<file path="src/rtl/io_sequencer.sv">
// Pushbutton-driven operand entry and datapath launch sequencer.
// Buttons are synchronized and edge-detected; a small FSM runs one datapath transaction per calculate press.
module io_sequencer #(
    parameter int TIMEOUT_CYCLES = 4096
) (
    input  logic        CLK,
    input  logic        reset,
    input  logic        shift,
    input  logic        calculate,
    input  logic [3:0]  switch,
    output logic [15:0] dp_operand,
    output logic        dp_start,
    input  logic        dp_done,
    input  logic [15:0] dp_result,
    output logic [15:0] result,
    output logic        result_valid,
    output logic        busy,
    output logic        timeout
);

    localparam int CW = (TIMEOUT_CYCLES > 1) ? $clog2(TIMEOUT_CYCLES) : 1;
    localparam logic [CW-1:0] CNT_MAX = CW'(TIMEOUT_CYCLES - 1);

    typedef enum logic [1:0] {
        IDLE  = 2'd0,
        START = 2'd1,
        WAIT  = 2'd2,
        DONE  = 2'd3
    } state_t;

    state_t         state_r;
    logic [CW-1:0]  cnt_r;
    logic           shift_meta_r;
    logic           shift_sync_r;
    logic           shift_hist_r;
    logic           calc_meta_r;
    logic           calc_sync_r;
    logic           calc_hist_r;
    logic [15:0]    dp_operand_r;
    logic [15:0]    result_r;
    logic           dp_start_r;
    logic           result_valid_r;
    logic           busy_r;
    logic           timeout_r;
    logic           shift_edge_s;
    logic           calc_edge_s;

    assign shift_edge_s = shift_sync_r & ~shift_hist_r;
    assign calc_edge_s  = calc_sync_r & ~calc_hist_r;

    assign dp_operand   = dp_operand_r;
    assign result       = result_r;
    assign dp_start     = dp_start_r;
    assign result_valid = result_valid_r;
    assign busy         = busy_r;
    assign timeout      = timeout_r;

    // Button synchronizers, sequencer FSM and its registered state-decoded outputs.
    always_ff @(posedge CLK or negedge reset) begin
        if (!reset) begin
            state_r        <= IDLE;
            cnt_r          <= '0;
            shift_meta_r   <= 1'b0;
            shift_sync_r   <= 1'b0;
            shift_hist_r   <= 1'b0;
            calc_meta_r    <= 1'b0;
            calc_sync_r    <= 1'b0;
            calc_hist_r    <= 1'b0;
            dp_operand_r   <= 16'h0000;
            result_r       <= 16'h0000;
            dp_start_r     <= 1'b0;
            result_valid_r <= 1'b0;
            busy_r         <= 1'b0;
            timeout_r      <= 1'b0;
        end else begin
            shift_meta_r <= shift;
            shift_sync_r <= shift_meta_r;
            shift_hist_r <= shift_sync_r;
            calc_meta_r  <= calculate;
            calc_sync_r  <= calc_meta_r;
            calc_hist_r  <= calc_sync_r;

            // Outputs are set on the transition into the state they decode, so they track state exactly.
            case (state_r)
                IDLE: begin
                    if (calc_edge_s) begin
                        timeout_r  <= 1'b0;
                        cnt_r      <= '0;
                        dp_start_r <= 1'b1;
                        busy_r     <= 1'b1;
                        state_r    <= START;
                    end else if (shift_edge_s) begin
                        dp_operand_r <= {dp_operand_r[11:0], switch};
                    end
                end
                START: begin
                    dp_start_r <= 1'b0;
                    state_r    <= WAIT;
                end
                WAIT: begin
                    if (dp_done) begin
                        result_r       <= dp_result;
                        result_valid_r <= 1'b1;
                        state_r        <= DONE;
                    end else if (cnt_r == CNT_MAX) begin
                        result_r       <= 16'hFFFF;
                        timeout_r      <= 1'b1;
                        result_valid_r <= 1'b1;
                        state_r        <= DONE;
                    end else begin
                        cnt_r <= cnt_r + CW'(1);
                    end
                end
                DONE: begin
                    result_valid_r <= 1'b0;
                    busy_r         <= 1'b0;
                    state_r        <= IDLE;
                end
                default: begin
                    dp_start_r     <= 1'b0;
                    result_valid_r <= 1'b0;
                    busy_r         <= 1'b0;
                    state_r        <= IDLE;
                end
            endcase
        end
    end

endmodule
</file>
<file path="config.mk">
export PLATFORM = sky130hd
export DESIGN_NAME = io_sequencer
export DESIGN_NICKNAME = d
export VERILOG_FILES = /design/src/rtl/io_sequencer.sv
export SDC_FILE = /design/constraint.sdc
export NUM_CORES = 1
export LEC_CHECK = 0
export CAP_MARGIN = 15
export CORE_MARGIN = 2
export CORE_UTILIZATION = 46
export DETAILED_ROUTE_END_ITERATION = 12
export PLACE_DENSITY = 0.76
export SYNTH_ARGS = -nofsm -noshare
export SYNTH_HDL_FRONTEND = slang
export SYNTH_SLANG_ARGS = --single-unit
</file>
<file path="constraint.sdc">
create_clock -name CLK -period 3.96 [get_ports CLK]
set_clock_uncertainty 0.15 [all_clocks]
set_input_delay 0.792 -clock CLK [delete_from_list [all_inputs] [get_ports CLK]]
set_output_delay 0.792 -clock CLK [all_outputs]
set_load 0.01 [all_outputs]
</file>
# Yosys cells after proc, flatten, opt, wreduce, memory -nomap -nowiden
# Cells that the tools add are included.
# Widths: inputs -> output; s select.
totals:
  register_bits: 56
  input_bits: 25
  out_inout_bits: 36
  wordCells: 62
op_classes:
  n_addsub: 1
  eq_ne: 9
  mux: 19
  bitwise_logic: 5
  reduce_logical: 14
op_table:
  columns: ["operator", "count"]
  rows:
  - ["$mux 12", 3]
  - ["$mux 16", 2]
  - ["$pmux 12 s2", 1]
  - ["$add 12x1->12 const B", 1]
  - ["$eq 12x12->1 const B", 1]
  - ["$reduce_and 2->1", 5]
  - ["$reduce_bool 2->1", 5]
  - ["$ne 2x2->1 const B", 4]
  - ["$pmux 1 s2", 4]
  - ["$pmux 2 s4", 1]
  - ["$reduce_and 4->1", 2]
  - ["$mux 2", 3]
  - ["$mux 1", 5]
  - ["$eq 2x2->1 const B", 2]
  - ["$ne 3x3->1 const B", 1]
  - ["$not 1->1", 3]
  - ["$reduce_and 3->1", 1]
  - ["$and 1x1->1", 2]
  - ["$eq 2x1->1 const B", 1]
  - ["$logic_not 2->1", 1]

# Logic depth before layout (Yosys ltp)
depth:
  word_depth: 4
  ltp_mapped: 8

# Worst setup path after synthesis
# No wires, ideal clock.
synth_timing:
  kind: "register -> register"
  from: "register cnt_r[0]"
  to: "register state_r[1]"
  arrival_time_ns: 1.860
  path_slack_ns: 1.825
  path_stages_with_launch: 7
  path_buffers: 1
  synth_period_minus_slack_ns: 2.135
  cell_sequence: "dfrtp_1 > ha_1 > nand2_1 > or4_4 > buf_6 > a31oi_1 > mux2_2"
synth_between:
  elab_chain_len: 3
synth_rtl:
  columns: ["item", "line", "source"]
  rows:
  - ["start: declaration", "32", "logic [CW-1:0] cnt_r;"]
  - ["start signal: assignment", "111", "cnt_r <= cnt_r + CW'(1);"]
  - ["$eq 12x12->1", "105", "end else if (cnt_r == CNT_MAX) begin"]
  - ["$ne 3x3->1 (no source line)", null, null]
  - ["$reduce_and 2->1 (no source line)", null, null]
  - ["end signal: assignment", "104", "state_r <= DONE;"]
  - ["end signal: assignment", "109", "state_r <= DONE;"]
  - ["end signal: assignment", "117", "state_r <= IDLE;"]
  - ["end: declaration", "31", "state_t state_r;"]
# Every way passes these cells.
# A chain may end at the register's enable or synchronous reset.

# Worst setup path after layout
layout_timing:
  from: "register state_r[1]"
  to: "register dp_operand_r[9] (netlist: dp_operand[9])"
layout_between:
  elab_chain_len: 2
layout_rtl:
  columns: ["item", "line", "source"]
  rows:
  - ["start signal: assignment", "61", "state_r <= IDLE;"]
  - ["start signal: assignment", "91", "state_r <= START;"]
  - ["start signal: assignment", "98", "state_r <= WAIT;"]
  - ["$logic_not 2->1", "84", "case (state_r)"]
  - ["$reduce_and 3->1 (no source line)", null, null]
  - ["end signal: assignment", "93", "dp_operand_r <= {dp_operand_r[11:0], switch};"]
  - ["end: declaration", "39", "logic [15:0] dp_operand_r;"]
# Every way passes these cells.

==> flow_summary.toml <==
[run_status]
status = "finished clean"

[critical_path]
start_kind = "register"
r2r-end = "dp_operand[9]"
path_max_fanout = 16
r2r_setup_slack_ps = 1450
critPathKind = "register to register"
rr_startpoint = "state_r[1]"
critPathCaptureType = "register"
crit_required_ps = 4010
reg2reg_depth = 5
cp.arrival_ps = 2550

[routing]
drc = 0
dr.pass1.iters = 4
ant_nets = 0
wirelength_um = 5150
dr.first_iter.drc_count = 99
via_per_inst = 5.54
vias = 1851
post_drt_wl_per_cell_um = 15.4

[cells_and_area]
num_antenna_cells = 0
fin_util = 0.628
fin_cells = 334
mostFrequentLayoutCell = "clkdlybuf4s50_1"
final_net_count = 294
fill_cells = 434
drive_above_1_share = 0.167
layout_common_cells = "clkdlybuf4s50_1 (59), dfrtp_1 (56), mux2_2 (17), nand2_1 (12), a21oi_1 (11)"
syn2layout_area_growth_pct = 30.1
design_area_mm2 = 0.00323

[clocking]
cts_buffers = 5
cts_hold_buf = 0
clock_latency_ps = 310
clk_pin_slew_worst_paths_ps = 100
cts_resized = 0
post_cts_buffers = 0
tritoncts = "yes"
h-tree-depth = 2
clock-sinks = 56
cts_buffer_depth = 2
clock-root-buffer = "clkbuf_8"

[synthesis]
syn_area_per_cell_um2 = 12.3
syn_area_mm2 = 0.00248
synth_top_area_cell = "dfrtp_1"
ys.warnings.count = 0
ys_types = 42
synthFlopType = "dfrtp_1"
synth.top_cell.area_share = 0.565
synth_area_leaders = "dfrtp_1 (57%), mux2_2 (7.7%), o22a_2 (3.6%)"
synth_fp_nets = 233
synthArstFlopShare = 1.00
synth-edff-count = 0
synthCells = 202
yosys_register_bits = 56
seq_area_frac_synth = 0.565

[timing]
rsz0062_at_grt = "false"
tns_ps = 0
setup_viol = 0
post-route-min-period_ps = 2510
worst_slack_ps = 1450
tightestPinTransition_ps = 825
final_hold_viol_count = 0
final_max_slew_viol_count = 0
maxSlewHeadroom = 0.450
finalCritPeriodShare = 0.633
fmax_mhz = 399

[worst_hold_path]
hp-class = "register to register"
whs_endpoint = "calc_sync_r"
min_path_cells = 0
worstHoldStart = "calc_meta_r"

[global_routing]
antenna_found_initial = 0
grt_use_total = 0.184
grt_pass1_vias = 1852
grt_max_degree = 39
grt_pass1_wl_um = 8940
grt_overflow = 0

[power_and_ir_drop]
leakagePower_nw = 1.35
power.density_mw_per_mm2 = 693
ir_drop_v = 0.000353

[placement]
portBuffers = 60
place_area_mm2 = 0.00313
dp_cells = 326
place.gp.congestion = 0.875
hpwl_um = 3540
dp_slack_ps = 1440

[die]
die_h_um = 77.4
rows = 26
initial_core_util = 0.482
fp.coreArea_mm2 = 0.00514
ioPinCount = 61
die_x_um = 77.4
die-area_mm2 = 0.00599

[job]
maxCapViolations = 0
[through the flow]
stage / hold slack, ps / power [mW]
6_report: 210 / 2.24
3_3_place_gp: 182 / 1.90
4_1_cts: 215 / 2.27
2_1_floorplan: 181 / 1.44
5_1_grt: 221 / 2.40
3_5_place_dp: 190 / 1.93
[cell usage after synthesis (3+ instances only)]
library cell,n
nand2_1,12
inv_1,9
nand2b_1,3
nor2_1,7
a21oi_1,11
nand4_1,3
o22a_1,7
o22a_2,9
and2_1,3
and3_1,3
mux2_2,17
o21ai_0,7
o211ai_1,4
a211oi_1,3
clkbuf_1,5
nand3_1,5
dfrtp_1,56
ha_1,6
[state kept, by name (all words and copies together), names as in the netlist]
register	cells
shift_sync_r	1
timeout	1
result	16
shift_meta_r	1
calc_hist_r	1
state_r	2
dp_start	1
dp_operand	16
busy	1
cnt_r	12
shift_hist_r	1
result_valid	1
calc_sync_r	1
calc_meta_r	1
[worst max path at each step]
| stage | from | end | slack (ps) |
|---|---|---|---|
| after floorplan | cnt_r[0] | state_r[1] | 1830 |
| after global placement | dp_done | cnt_r[7] | 1480 |
| after detailed placement | dp_done | cnt_r[7] | 1440 |
| after CTS | state_r[1] | dp_operand[9] | 1470 |
| after global routing | state_r[0] | dp_operand[9] | 1310 |
| final | state_r[1] | dp_operand[9] | 1450 |
[per-layer routing]
layer  track usage  share of wire
met1         0.252           0.45
met2         0.280           0.46
met3        0.0686          0.079
met4        0.0429         0.0099
met5             0              0
[power by group]
part           switching, mW  internal, mW
Clock                  0.193         0.129
Combinational          0.432         0.549
Sequential             0.156         0.778
Total                  0.781          1.46
[cells by family after synthesis]
family	count (synthesis)	synth area share
adder cells (fa/ha/maj)	6	0.0303
multiplexers	19	0.0853
flip-flops	56	0.565
AO/OA/AOI/OAI	59	0.184
AND/OR/NAND/NOR	45	0.103
buffers and inverters	17	0.0323
[cell type report]
| type | count | area (um2) | share of cell area |
|---|---|---|---|
| clock inverters | 3 | 26.3 | 0.00814 |
| flip-flops and latches | 56 | 1400 | 0.434 |
| well taps | 70 | 87.6 | 0.0271 |
| inverters | 9 | 33.8 | 0.0105 |
| clock buffers | 5 | 68.8 | 0.0213 |
| multi-input cells | 129 | 998 | 0.309 |
| repair buffers | 62 | 611 | 0.189 |
[worst max-delay path: stages (launching register included)]
cell and delay (ps):
dfrtp_1 420, inv_1 120, ha_1 360, and2_1 290
nand3b_1 560, mux2_2 490
(Power assumes the default switching activity.)
